**src/rtl/btn_pkg.sv**
```systemverilog
// Shared types and default sizes for the multi-channel button debouncer.
package btn_pkg;

    typedef enum logic [1:0] {
        RELEASED = 2'd0,
        PRESSED  = 2'd1,
        HELD     = 2'd2
    } btn_state_e;

    localparam int DEF_N_CH       = 4;
    localparam int DEF_CNTR_WIDTH = 4;
    localparam int DEF_HOLD_WIDTH = 8;

endpackage

```
**src/rtl/multi_btn_debounce_if.sv**
```systemverilog
// Button bus: CE qualifies every counter step, BTN_IN is raw; all outputs are registered levels/pulses.
interface multi_btn_debounce_if import btn_pkg::*; #(
    parameter int N_CH = DEF_N_CH
) ();

    logic                  CE;
    logic [N_CH-1:0]       BTN_IN;
    logic [N_CH-1:0]       BTN_OUT;
    logic [N_CH-1:0]       RISE_CEO;
    logic [N_CH-1:0]       FALL_CEO;
    logic [N_CH-1:0]       HOLD_CEO;
    logic [N_CH-1:0][1:0]  DBG_STATE;

    modport master (
        output CE, BTN_IN,
        input  BTN_OUT, RISE_CEO, FALL_CEO, HOLD_CEO, DBG_STATE
    );

    modport slave (
        input  CE, BTN_IN,
        output BTN_OUT, RISE_CEO, FALL_CEO, HOLD_CEO, DBG_STATE
    );

endinterface

```
**src/rtl/btn_ch_fltr.sv**
```systemverilog
// One button channel: 2-flop synchronizer, debounce filter and press/hold FSM.
// BTN_AUTOREPEAT_EN defined: HOLD pulses repeat every hold period while held; otherwise one per press.
module btn_ch_fltr import btn_pkg::*; #(
    parameter int CNTR_WIDTH = DEF_CNTR_WIDTH,
    parameter int HOLD_WIDTH = DEF_HOLD_WIDTH
) (
    input  logic       i_clk,
    input  logic       i_rst,
    input  logic       i_ce,
    input  logic       i_btn,
    output logic       o_btn,
    output logic       o_rise,
    output logic       o_fall,
    output logic       o_hold,
    output btn_state_e o_state
);

    logic                  r_sync1;
    logic                  r_sync2;
    logic                  r_btn;
    logic                  r_rise;
    logic                  r_fall;
    logic                  r_hold;
    logic [CNTR_WIDTH-1:0] r_fcnt;
    logic [HOLD_WIDTH-1:0] r_hcnt;
    btn_state_e            r_state;

    logic w_diff;
    logic w_fdone;
    logic w_hdone;

    assign w_diff  = r_sync2 ^ r_btn;
    assign w_fdone = i_ce & w_diff & (&r_fcnt);
    assign w_hdone = i_ce & (&r_hcnt);

    always_ff @(posedge i_clk or posedge i_rst) begin
        if (i_rst) begin
            r_sync1 <= 1'b0;
            r_sync2 <= 1'b0;
            r_btn   <= 1'b0;
            r_rise  <= 1'b0;
            r_fall  <= 1'b0;
            r_hold  <= 1'b0;
            r_fcnt  <= '0;
            r_hcnt  <= '0;
            r_state <= RELEASED;
        end else begin
            r_rise <= 1'b0;
            r_fall <= 1'b0;
            r_hold <= 1'b0;

            // Synchronizer advances on CE so latency is measured purely in CE ticks.
            if (i_ce) begin
                r_sync1 <= i_btn;
                r_sync2 <= r_sync1;
            end

            if (!w_diff || w_fdone) begin
                r_fcnt <= '0;
            end else if (i_ce) begin
                r_fcnt <= r_fcnt + 1'b1;
            end

            if (w_fdone) begin
                r_btn  <= r_sync2;
                r_rise <= r_sync2;
                r_fall <= ~r_sync2;
            end

            // State mirrors r_btn, so w_fdone means press in RELEASED and release elsewhere.
            case (r_state)
                RELEASED: begin
                    r_hcnt <= '0;
                    if (w_fdone) begin
                        r_state <= PRESSED;
                    end
                end
                PRESSED: begin
                    if (w_fdone) begin
                        r_state <= RELEASED;
                        r_hcnt  <= '0;
                    end else if (w_hdone) begin
                        r_hold  <= 1'b1;
                        r_state <= HELD;
`ifdef BTN_AUTOREPEAT_EN
                        r_hcnt  <= '0;
`endif
                    end else if (i_ce) begin
                        r_hcnt <= r_hcnt + 1'b1;
                    end
                end
                HELD: begin
                    if (w_fdone) begin
                        r_state <= RELEASED;
                        r_hcnt  <= '0;
                    end
`ifdef BTN_AUTOREPEAT_EN
                    else if (w_hdone) begin
                        r_hold <= 1'b1;
                        r_hcnt <= '0;
                    end else if (i_ce) begin
                        r_hcnt <= r_hcnt + 1'b1;
                    end
`endif
                end
                default: begin
                    r_state <= RELEASED;
                    r_hcnt  <= '0;
                end
            endcase
        end
    end

    assign o_btn   = r_btn;
    assign o_rise  = r_rise;
    assign o_fall  = r_fall;
    assign o_hold  = r_hold;
    assign o_state = r_state;

endmodule

```
**src/rtl/multi_btn_debounce.sv**
```systemverilog
// N_CH independent debounced buttons with press/release/long-press pulses.
// Build with BTN_AUTOREPEAT_EN defined to make long-press pulses auto-repeat while held.
module multi_btn_debounce import btn_pkg::*; #(
    parameter int N_CH       = DEF_N_CH,
    parameter int CNTR_WIDTH = DEF_CNTR_WIDTH,
    parameter int HOLD_WIDTH = DEF_HOLD_WIDTH
) (
    input  logic                 CLK,
    input  logic                 RST,
    multi_btn_debounce_if.slave  bus
);

    logic [N_CH-1:0] w_btn;
    logic [N_CH-1:0] w_rise;
    logic [N_CH-1:0] w_fall;
    logic [N_CH-1:0] w_hold;
    btn_state_e      w_state [N_CH];

    for (genvar g = 0; g < N_CH; g++) begin : g_ch
        btn_ch_fltr #(
            .CNTR_WIDTH (CNTR_WIDTH),
            .HOLD_WIDTH (HOLD_WIDTH)
        ) u_ch (
            .i_clk   (CLK),
            .i_rst   (RST),
            .i_ce    (bus.CE),
            .i_btn   (bus.BTN_IN[g]),
            .o_btn   (w_btn[g]),
            .o_rise  (w_rise[g]),
            .o_fall  (w_fall[g]),
            .o_hold  (w_hold[g]),
            .o_state (w_state[g])
        );

        assign bus.DBG_STATE[g] = w_state[g];
    end

    assign bus.BTN_OUT  = w_btn;
    assign bus.RISE_CEO = w_rise;
    assign bus.FALL_CEO = w_fall;
    assign bus.HOLD_CEO = w_hold;

endmodule

```
**src/flat_wrapper.sv**
```systemverilog
// flat-port wrapper written by rule: the top's interface ports become plain ports
module multi_btn_debounce_flat import btn_pkg::*;
#(
    parameter int N_CH       = DEF_N_CH,
    parameter int CNTR_WIDTH = DEF_CNTR_WIDTH,
    parameter int HOLD_WIDTH = DEF_HOLD_WIDTH
)
  (CLK, RST, bus_CE, bus_BTN_IN, bus_BTN_OUT, bus_RISE_CEO, bus_FALL_CEO, bus_HOLD_CEO, bus_DBG_STATE);
  multi_btn_debounce_if #(.N_CH(N_CH)) bus_i ();
  input  logic CLK;
  input  logic RST;
  input wire logic [$bits(bus_i.CE)-1:0] bus_CE;
  input wire logic [$bits(bus_i.BTN_IN)-1:0] bus_BTN_IN;
  output wire logic [$bits(bus_i.BTN_OUT)-1:0] bus_BTN_OUT;
  output wire logic [$bits(bus_i.RISE_CEO)-1:0] bus_RISE_CEO;
  output wire logic [$bits(bus_i.FALL_CEO)-1:0] bus_FALL_CEO;
  output wire logic [$bits(bus_i.HOLD_CEO)-1:0] bus_HOLD_CEO;
  output wire logic [$bits(bus_i.DBG_STATE)-1:0] bus_DBG_STATE;
  assign bus_i.CE = bus_CE;
  assign bus_i.BTN_IN = bus_BTN_IN;
  assign bus_BTN_OUT = bus_i.BTN_OUT;
  assign bus_RISE_CEO = bus_i.RISE_CEO;
  assign bus_FALL_CEO = bus_i.FALL_CEO;
  assign bus_HOLD_CEO = bus_i.HOLD_CEO;
  assign bus_DBG_STATE = bus_i.DBG_STATE;
  multi_btn_debounce #(.N_CH(N_CH), .CNTR_WIDTH(CNTR_WIDTH), .HOLD_WIDTH(HOLD_WIDTH)) u_core (.CLK(CLK), .RST(RST), .bus(bus_i));
endmodule
```
**config.mk**
```make
export PLATFORM = sky130hd
export DESIGN_NAME = multi_btn_debounce_flat
export DESIGN_NICKNAME = d
export VERILOG_FILES = /design/src/rtl/btn_pkg.sv /design/src/rtl/multi_btn_debounce_if.sv /design/src/rtl/btn_ch_fltr.sv /design/src/rtl/multi_btn_debounce.sv /design/src/flat_wrapper.sv
export SDC_FILE = /design/constraint.sdc
export NUM_CORES = 1
export LEC_CHECK = 0
export BUFFER_PORTS_ARGS = -buffer_cell sky130_fd_sc_hd__buf_2
export CAP_MARGIN = 15
export CORE_ASPECT_RATIO = 0.75
export CORE_UTILIZATION = 50
export DETAILED_ROUTE_END_ITERATION = 12
export PLACE_DENSITY = 0.78
export SYNTH_ARGS = -nofsm -noshare
export SYNTH_HDL_FRONTEND = slang
export SYNTH_HIERARCHICAL = 1
export SYNTH_SLANG_ARGS = --single-unit
```
**constraint.sdc**
```tcl
create_clock -name CLK -period 3.9 [get_ports CLK]
set_clock_uncertainty 0.15 [all_clocks]
set_input_delay 0.39 -clock CLK [delete_from_list [all_inputs] [get_ports CLK]]
set_output_delay 0.39 -clock CLK [all_outputs]
set_load 0.01 [all_outputs]
```
==> impl_metrics.yaml, run 1 <==
status:
  status: "finished clean"
die:
  die_area_um2: 8690
  row_count: 28
  core_area_um2: 7990
  die_w_um: 107
  io_pins: 31
  start_util_pct: 52.0
  die_y_um: 81.0
routing:
  drt_pass1_iterations: 5
  finalWirelength_um: 7780
  antenna_left: 0
  num_vias: 3048
  via_per_inst: 5.68
  drcViolationCount: 0
  drt_iter0_markers: 130
  post_drt_wl_per_cell_um: 14.5
timing:
  final.min_clock_period_ns: 2.18
  tightest_slew_ns: 0.806
  slew_headroom_pct: 46.2
  fmax_mhz: 458
  rsz0062_at_grt: "no"
  finalMaxSlewViolations: 0
  post-route-period-util_pct: 56.0
  finalHoldViolations: 0
  finalWorstSetupSlack_ns: 1.72
  tns_ns: 0
  setup_violations: 0
worst_setup_path:
  reg2reg_depth: 5
  cp.depth: 5
  cp-endpoint: "u_core/g_ch[2].u_ch/r_hcnt[7]"
  reg2reg_to: "u_core/g_ch[2].u_ch/r_hcnt[7]"
  setup.worst_path.start: "bus_CE"
  arrival_ns: 2.28
  crit_required_ns: 4.00
  reg2reg_slack_ns: 1.75
  critical_path.cell_chain: "buf_2 > nand4_1 > o21ai_1 > nor2_1 > a221o_2"
  cp_num_buf_inv: 1
  worst_path_max_delay_cell: "o21ai_1"
  crit_family: "compound AO/OA/AOI/OAI gates"
  crit_path_end_kind: "flip-flop"
  cp_max_fo: 33
  r2r_start: "u_core/g_ch[2].u_ch/r_fcnt[0]"
  slowest_delay_ns: 0.49
  start_kind: "input pin"
  criticalPathCategory: "input pin to flip-flop"
placed_design:
  dp_hpwl_um: 5490
  dp_slack_ns: 1.34
  io_buffers: 30
  gp_congestion: 0.899
cells_and_area:
  nets: 442
  areaGrowthSynthToFinish_pct: 10.9
  regArea_um2: 2000
  multiInputGateArea_um2: 2050
  diodes: 0
  mostFrequentLayoutCells: "dfrtp_1 (80), nor2_1 (44), nand2_1 (37)"
  final_common_cell: "dfrtp_1"
  fill_cells: 688
  layout-drive-gt1-share_pct: 26.2
power_and_ir_drop:
  ir_worst_vdd_mv: 0.245
  power.leakage_nw: 2.14
  power_density_nw_per_um2: 361
synthesis:
  syn_area_per_cell_um2: 10.7
  synth.yosys.seq_area_share_pct: 48.2
  ys.flop_type: "dfrtp_1"
  async_flop_share_pct: 100
  synth_seq_cells: 80
  yosysUniqueCellTypes: 53
  syn_inst: 390
  syn_nets: 405
  synth_edf_count: 0
  yosysWarnings: 6
  syn-cell-area_um2: 4160
global_route:
  grt.total_usage_pct: 20.9
  gr-usage-met3_pct: 6.18
  busiest_layer: "met2"
  grt_util_met1_pct: 27.7
  grt_max_degree: 34
  grtUsageMet2_pct: 32.4
  grt-ovfl-total: 0
  antenna_found_initial: 0
  grt_pass1_wl_um: 14100
  grt_pass1_vias: 3025
clock_tree:
  cts_made_buffers: 9
  htreeDepth: 3
  path_clk_slew_ns: 0.08
  cts_tree: "built"
  post-cts-setup-buffers: 0
  cts_root_buf: "clkbuf_8"
  cts-resized-gates: 0
  max-clock-path-buffers: 2
  clock_latency_ns: 0.37
  cts_sinks: 80
  hold_buffers: 0
run:
  cap_viol_max_count: 0
min_path:
  hp-class: "input pin to async pin"
-- flip-flops by register name (all words and copies together), names as in the netlist --
register                  flops
u_core/g_ch.u_ch/r_hcnt      32
u_core/g_ch.u_ch/o_hold       4
u_core/g_ch.u_ch/o_btn        4
u_core/g_ch.u_ch/r_fcnt      16
u_core/g_ch.u_ch/o_fall       4
u_core/g_ch.u_ch/r_sync1      4
u_core/g_ch.u_ch/o_state      8
u_core/g_ch.u_ch/o_rise       4
u_core/g_ch.u_ch/r_sync2      4
-- cell families (layout without fill, tap and decap cells) --
group	after synthesis	in the layout	share of synthesized area [%]
buf+inv	17	59	2.44
flops	80	80	48.2
simple gates	184	184	23.9
compound gates	66	66	14.2
xor+xnor	19	19	4.73
mux	16	16	4.18
fa+ha+maj	8	8	2.41
-- final cells by class --
cell class / instances / share of cell area [%]
Multi-Input combinational cell: 293 / 44.5
Sequential cell: 80 / 43.4
Timing Repair Buffer: 31 / 3.42
Clock buffer: 10 / 2.99
Tap cell: 105 / 2.85
Clock inverter: 6 / 1.79
Inverter: 12 / 0.977
-- stage by stage --
stage | power (mW) | cells | cell area, um^2 | util (%) | hold slack [ns]
6_report | 1.66 | 537 | 4610 | 57.7 | 0.0197
3_3_place_gp | 1.00 | 521 | 4390 | 54.9 | 0.331
2_1_floorplan | 0.982 | 390 | 4160 | - | 0.204
4_1_cts | 1.69 | 537 | 4610 | 57.7 | 0.0347
3_5_place_dp | 1.01 | 521 | 4390 | 54.9 | 0.347
5_1_grt | 1.74 | 537 | 4610 | 57.7 | 0.0887
-- layer usage --
layer,share of wire [%],vias to the layer above
met4,1.6,0
met5,0,-
met2,46,53
li1,-,1488
met1,49,1495
met3,4.0,12
-- power by group --
part | leakage (nW) | switching, mW | internal [mW]
sequential | 1.06 | 0.0307 | 0.855
combinational | 0.964 | 0.0621 | 0.0434
clock | 0.112 | 0.299 | 0.374
total | 2.14 | 0.392 | 1.27
-- cells in the mapped netlist, drive strengths merged, types with 6 or more instances --
cell type   n  area share, %
nor4        6           0.90
inv        12            1.1
or2         7            1.1
and3        6           0.99
mux2       11            3.0
nand3      11            1.3
xnor2       8            1.7
nor3       14            1.7
or2b        6            1.3
xor2       11            3.0
nor2       44            4.0
a221o      15            3.7
nand2      38            3.5
nor2b       7            1.1
and2        9            1.6
o21a        7            1.3
nand4      19            3.2
ha          8            2.4
o21ai      14            1.7
dfrtp      80             48
-- worst min-delay path by stage --
stage	startpoint	to	slack [ns]
after floorplan	RST	u_core/g_ch[0].u_ch/o_btn	0.20
after global placement	u_core/g_ch[3].u_ch/o_state[1]	u_core/g_ch[3].u_ch/o_state[0]	0.33
after detailed placement	u_core/g_ch[2].u_ch/r_sync1	u_core/g_ch[2].u_ch/r_sync1	0.35
after CTS	RST	u_core/g_ch[3].u_ch/o_btn	0.03
after global routing	RST	u_core/g_ch[1].u_ch/r_fcnt[1]	0.09
final	RST	u_core/g_ch[3].u_ch/o_fall	0.02
No activity file was read; power rests on OpenSTA's default activity.
==> inputs of run 2 (changes only) <==
ABC_AREA = 1   (was not set)
PLACE_DENSITY = 0.81   (was 0.78)
clock period = 1.82 ns   (was 3.9 ns; I/O delays follow)
==> impl_metrics.yaml, run 2 <==
status:
  status: "finished clean"
global_route:
  antenna_found_initial: 0
  grt-ovfl-total: 0
  grt_pass1_vias: 3406
  grt_max_degree: 37
  grt.total_usage_pct: 19.9
  grt_pass1_wl_um: 14600
worst_setup_path:
  arrival_ns: 1.73
  crit_required_ns: 1.89
  crit_path_end_kind: "flip-flop"
  start_kind: "flip-flop"
  criticalPathCategory: "flip-flop to flip-flop"
  cp_max_fo: 10
synthesis:
  synth.yosys.seq_area_share_pct: 45.6
  syn-cell-area_um2: 4390
  synth_area_leaders: "dfrtp_1 (46%), nand2_1 (15%), inv_1 (6.0%)"
  ys.flop_type: "dfrtp_1"
  yosys.area.top_type_share_pct: 45.6
  synth_edf_count: 0
  yosysTopAreaCell: "dfrtp_1"
  async_flop_share_pct: 100
  yosysUniqueCellTypes: 21
  synthMostInstantiatedCell: "nand2_1"
  syn_area_per_cell_um2: 8.14
  synth_top_cells_by_count: "nand2_1 (180), dfrtp_1 (80), inv_1 (70), nor2_1 (46), nand3_1 (44)"
  yosysWarnings: 6
  synth_seq_cells: 80
  syn_nets: 555
  syn_inst: 540
cells_and_area:
  areaGrowthSynthToFinish_pct: 14.3
  layout-drive-gt1-share_pct: 17.8
  final_common_cell: "nand2_1"
  nets: 602
  finalNonFillerCells: 699
  mostFrequentLayoutCells: "nand2_1 (180), dfrtp_1 (80), inv_1 (70)"
  top_register: "u_core/g_ch.u_ch/r_hcnt"
  largest_reg_flops: 32
  diodes: 0
  final_util_pct: 59.1
placed_design:
  placedCellCount: 679
  dp_hpwl_um: 5820
  gp_congestion: 0.846
  io_buffers: 30
die:
  row_count: 29
  die_area_um2: 9170
  die_y_um: 83.2
  io_pins: 31
  core_area_um2: 8490
  start_util_pct: 51.7
  die_w_um: 110
routing:
  via_per_inst: 4.93
  num_vias: 3447
  drcViolationCount: 0
  drt_pass1_iterations: 4
  post_drt_wl_per_cell_um: 11.6
  antenna_left: 0
  finalWirelength_um: 8100
  drt_iter0_markers: 175
timing:
  final.min_clock_period_ns: 1.66
  slew_headroom_pct: 79.3
  tns_ns: 0
  finalHoldWorstSlack_ns: 0.144
  fmax_mhz: 602
  setup_violations: 0
  finalHoldViolations: 0
  tightest_slew_ns: 0.309
  post-route-period-util_pct: 91.3
  finalMaxSlewViolations: 0
  rsz0062_at_grt: "no"
power_and_ir_drop:
  ir_worst_vdd_mv: 0.599
  power_density_nw_per_um2: 774
  power.leakage_nw: 2.80
clock_tree:
  path_clk_slew_ns: 0.06
  cts_tree: "built"
  cts_made_buffers: 9
  cts_root_buf: "clkbuf_16"
  cts_sinks: 80
  clock_latency_ns: 0.33
  htreeDepth: 3
  max-clock-path-buffers: 2
run:
  cap_viol_max_count: 0
min_path:
  hp-class: "input pin to flip-flop"
run 2: cell types whose count changed after synthesis, moves of 8 or more:
cell     before  now
a221o_1      12    0
nand4_1      17    5
o21ai_1       8    0
mux2_2       11    0
nand2_4       0   16
nand3_1      11   44
inv_1        12   70
nand2_1      37  180
nor2_4        0   19
a21oi_1       1   12
run 2: power breakdown:
| part | total, mW | internal, mW | switching [mW] |
|---|---|---|---|
| sequential | 1.91 | 1.85 | 0.0605 |
| combinational | 0.259 | 0.0945 | 0.165 |
| clock | 1.72 | 1.05 | 0.670 |
| total | 3.89 | 2.99 | 0.896 |
run 2: cell type report:
class	count	area, um^2
Fill cell	774	3470
Multi-Input combinational cell	385	2080
Sequential cell	80	2000
Inverter	71	267
Timing Repair Buffer	40	250
Clock buffer	9	225
Tap cell	108	135
Clock inverter	6	61.3
run 2: stage by stage:
step	total power, mW	area [um^2]	worst slack [ns]
2_1_floorplan	2.13	4390	0.356
3_3_place_gp	2.18	4680	0.218
3_5_place_dp	2.19	4680	0.167
4_1_cts	3.97	5020	0.142
5_1_grt	4.09	5020	0.000128
6_report	3.89	5020	0.159
run 2: critical path, cell delays in order, from the launching register on:
cell and delay [ns]:
dfrtp_1 0.38, ha_1 0.21, nand2_4 0.07, nor2_4 0.10
nand2_4 0.11, a21boi_4 0.27, nand2_4 0.12, nand2_1 0.08
nand2_1 0.05
run 2: kinds of logic after synthesis:
logic type	after synthesis	share of synthesized area [%]
AO/OA/AOI/OAI	28	4.56
XOR/XNOR	16	3.19
adder cells (fa/ha/maj)	8	2.28
buffers and inverters	75	7.09
flip-flops	80	45.6
AND/OR/NAND/NOR	333	37.3
run 2: metal layers:
layer / track usage, % / vias up / wire length (um)
li1: - / 1765 / -
met1: 26.1 / 1613 / 3890
met2: 31.7 / 59 / 3800
met3: 5.57 / 10 / 313
met4: 6.46 / 0 / 87
met5: 0 / - / 0
run 2: path summary, 6_finish.rpt:
check | end | slack (ns) | depth (start not counted) | start
min in group asynchronous | u_core/g_ch[1].u_ch/r_fcnt[0] | 0.30 | 4 | RST
max in group asynchronous | u_core/g_ch[0].u_ch/o_btn | 0.99 | 4 | RST
worst min-delay path | u_core/g_ch[2].u_ch/r_sync1 | 0.14 | 4 | bus_CE
worst max register to register | u_core/g_ch[2].u_ch/r_hcnt[0] | 0.16 | 8 | u_core/g_ch[2].u_ch/r_fcnt[0]
worst min register to register | u_core/g_ch[1].u_ch/o_fall | 0.32 | 1 | u_core/g_ch[1].u_ch/r_sync2
worst max-delay path | u_core/g_ch[2].u_ch/r_hcnt[0] | 0.16 | 8 | u_core/g_ch[2].u_ch/r_fcnt[0]
run 2: what timing repair did:
item	4_1_cts	5_1_grt
hold buffers	5	0
gates resized for setup	0	0
hold endpoints to repair	84	0
buffers inserted	0	0
==> inputs of run 3 (changes only) <==
ABC_AREA = 0   (was 1)
==> impl_metrics.yaml, run 3 (same netlist as run 1, synthesis figures left out) <==
routing:
  finalWirelength_um: 8940
  num_vias: 3326
  antenna_left: 0
  drcViolationCount: 0
  drt_iter0_markers: 190
  via_per_inst: 5.58
  post_drt_wl_per_cell_um: 15.0
  drt_pass1_iterations: 4
power_and_ir_drop:
  switching_share_pct: 23.7
  p_seq_share_pct: 51.5
  ir_worst_vdd_mv: 0.430
  combPwrFrac_pct: 9.3
  pwr-share-clk_pct: 39.1
  p_int_mw: 2.80
  power_density_nw_per_um2: 709
  power.leakage_nw: 2.45
  p_switching_mw: 0.869
clock_tree:
  cts_tree: "built"
  clock_latency_ns: 0.35
  max-clock-path-buffers: 2
  cts_made_buffers: 9
  path_clk_slew_ns: 0.08
  htreeDepth: 3
  cts_sinks: 80
  cts_root_buf: "clkbuf_8"
cells_and_area:
  largest_reg_flops: 32
  top_register: "u_core/g_ch.u_ch/r_hcnt"
  diodes: 0
  layout-drive-gt1-share_pct: 36.5
  nets: 502
  mostFrequentLayoutCells: "dfrtp_1 (79), buf_4 (55), nor2_1 (42)"
  areaGrowthSynthToFinish_pct: 24.5
  final_common_cell: "dfrtp_1"
worst_setup_path:
  crit_required_ns: 1.90
  arrival_ns: 1.95
  crit_path_end_kind: "flip-flop"
  cp_num_buf_inv: 0
  start_kind: "flip-flop"
  critical_path.cell_chain: "ha_4 > and4_4 > a21oi_2 > a211o_4 > a221o_2"
  slowest_delay_ns: 0.40
  worst_path_max_delay_cell: "dfrtp_1"
  crit_family: "compound AO/OA/AOI/OAI gates"
  cp_max_fo: 8
  criticalPathCategory: "flip-flop to flip-flop"
die:
  die_area_um2: 8690
  row_count: 28
  start_util_pct: 52.0
  die_w_um: 107
  die_y_um: 81.0
  core_area_um2: 7990
  io_pins: 31
timing:
  post-route-period-util_pct: 103
  slew_headroom_pct: 72.3
  fmax_mhz: 533
  final.min_clock_period_ns: 1.88
  finalMaxSlewViolations: 0
  finalHoldViolations: 0
  setup_violations: 12
  finalWorstSetupSlack_ns: -0.0568
  tightest_slew_ns: 0.413
  rsz0062_at_grt: "yes"
  tns_ns: -0.405
global_route:
  antenna_found_initial: 0
  grt.total_usage_pct: 21.4
  grt-ovfl-total: 0
  grt_max_degree: 30
  grt_pass1_wl_um: 14500
  grt_pass1_vias: 3182
placed_design:
  dp_slack_ns: -0.0781
  dp_hpwl_um: 6160
  io_buffers: 30
  gp_congestion: 0.807
run:
  cap_viol_max_count: 0
status:
  violations: "setup timing"
  status: "finished with violations"
min_path:
  hp-class: "input pin to flip-flop"
[run 3: area by class of cell]
type,instances,area [um^2]
fill,600,2810
multi-input combinational,293,2140
sequential,80,2000
timing repair buffer,91,633
clock buffer,10,138
tap,105,131
clock inverter,5,81.3
inverter,12,45.0
[run 3: through the flow]
| step | std cells | hold slack [ns] | util (%) | area, um^2 | power, mW |
|---|---|---|---|---|---|
| detailed placement | 574 | 0.113 | 60.4 | 4820 | 2.24 |
| finish | 596 | 0.177 | 64.8 | 5170 | 3.67 |
| CTS | 594 | 0.159 | 63.7 | 5090 | 3.69 |
| global route | 596 | 0.201 | 64.8 | 5170 | 3.83 |
| global placement | 574 | 0.111 | 60.4 | 4820 | 2.22 |
| floorplan | 390 | -0.00417 | - | 4180 | 2.11 |
[run 3: timing repair]
| item | in CTS | in global routing |
|---|---|---|
| pin swaps | 17 | 3 |
| resized for setup | 0 | 12 |
| endpoints found under the hold margin | 84 | 0 |
| setup buffers | 0 | 2 |
| hold buffers | 5 | 0 |
| endpoints found under the setup margin | 15 | 26 |
[run 3: worst paths after layout]
kind | end | start | slack, ns | cells after the start
worst min-delay path | u_core/g_ch[0].u_ch/r_fcnt[0] | bus_CE | 0.18 | 4
worst max-delay path | u_core/g_ch[1].u_ch/r_hcnt[7] | u_core/g_ch[1].u_ch/r_fcnt[0] | -0.06 | 5
max in group asynchronous | u_core/g_ch[2].u_ch/o_rise | RST | 0.96 | 4
min in group asynchronous | u_core/g_ch[3].u_ch/r_sync2 | RST | 0.34 | 4
worst max register to register | u_core/g_ch[1].u_ch/r_hcnt[7] | u_core/g_ch[1].u_ch/r_fcnt[0] | -0.06 | 5
worst min register to register | u_core/g_ch[3].u_ch/o_state[0] | u_core/g_ch[3].u_ch/o_state[1] | 0.35 | 1
[run 3: worst reg2reg max path: stages, from the launching register on]
cell     delay [ns]
dfrtp_1        0.40
ha_4           0.16
and4_4         0.25
a21oi_2        0.08
a211o_4        0.38
a221o_2        0.35
[run 3: metal layers]
layer  GRT usage (%)  up-vias  part of all wire, %
met5               0        -                    0
met2            36.0       70                   49
li1                -     1609                    -
met1            27.3     1639                   46
met4            7.26        0                  1.2
met3            5.46        8                  3.2
[run 3: power groups by stage]
stage	Sequential (mW)	Combinational (mW)	Clock, mW
after floorplan	1.92	0.192	0
after global placement	1.92	0.307	0
after detailed placement	1.92	0.322	0
after CTS	1.89	0.331	1.48
final	1.89	0.342	1.44
after global routing	1.90	0.383	1.55
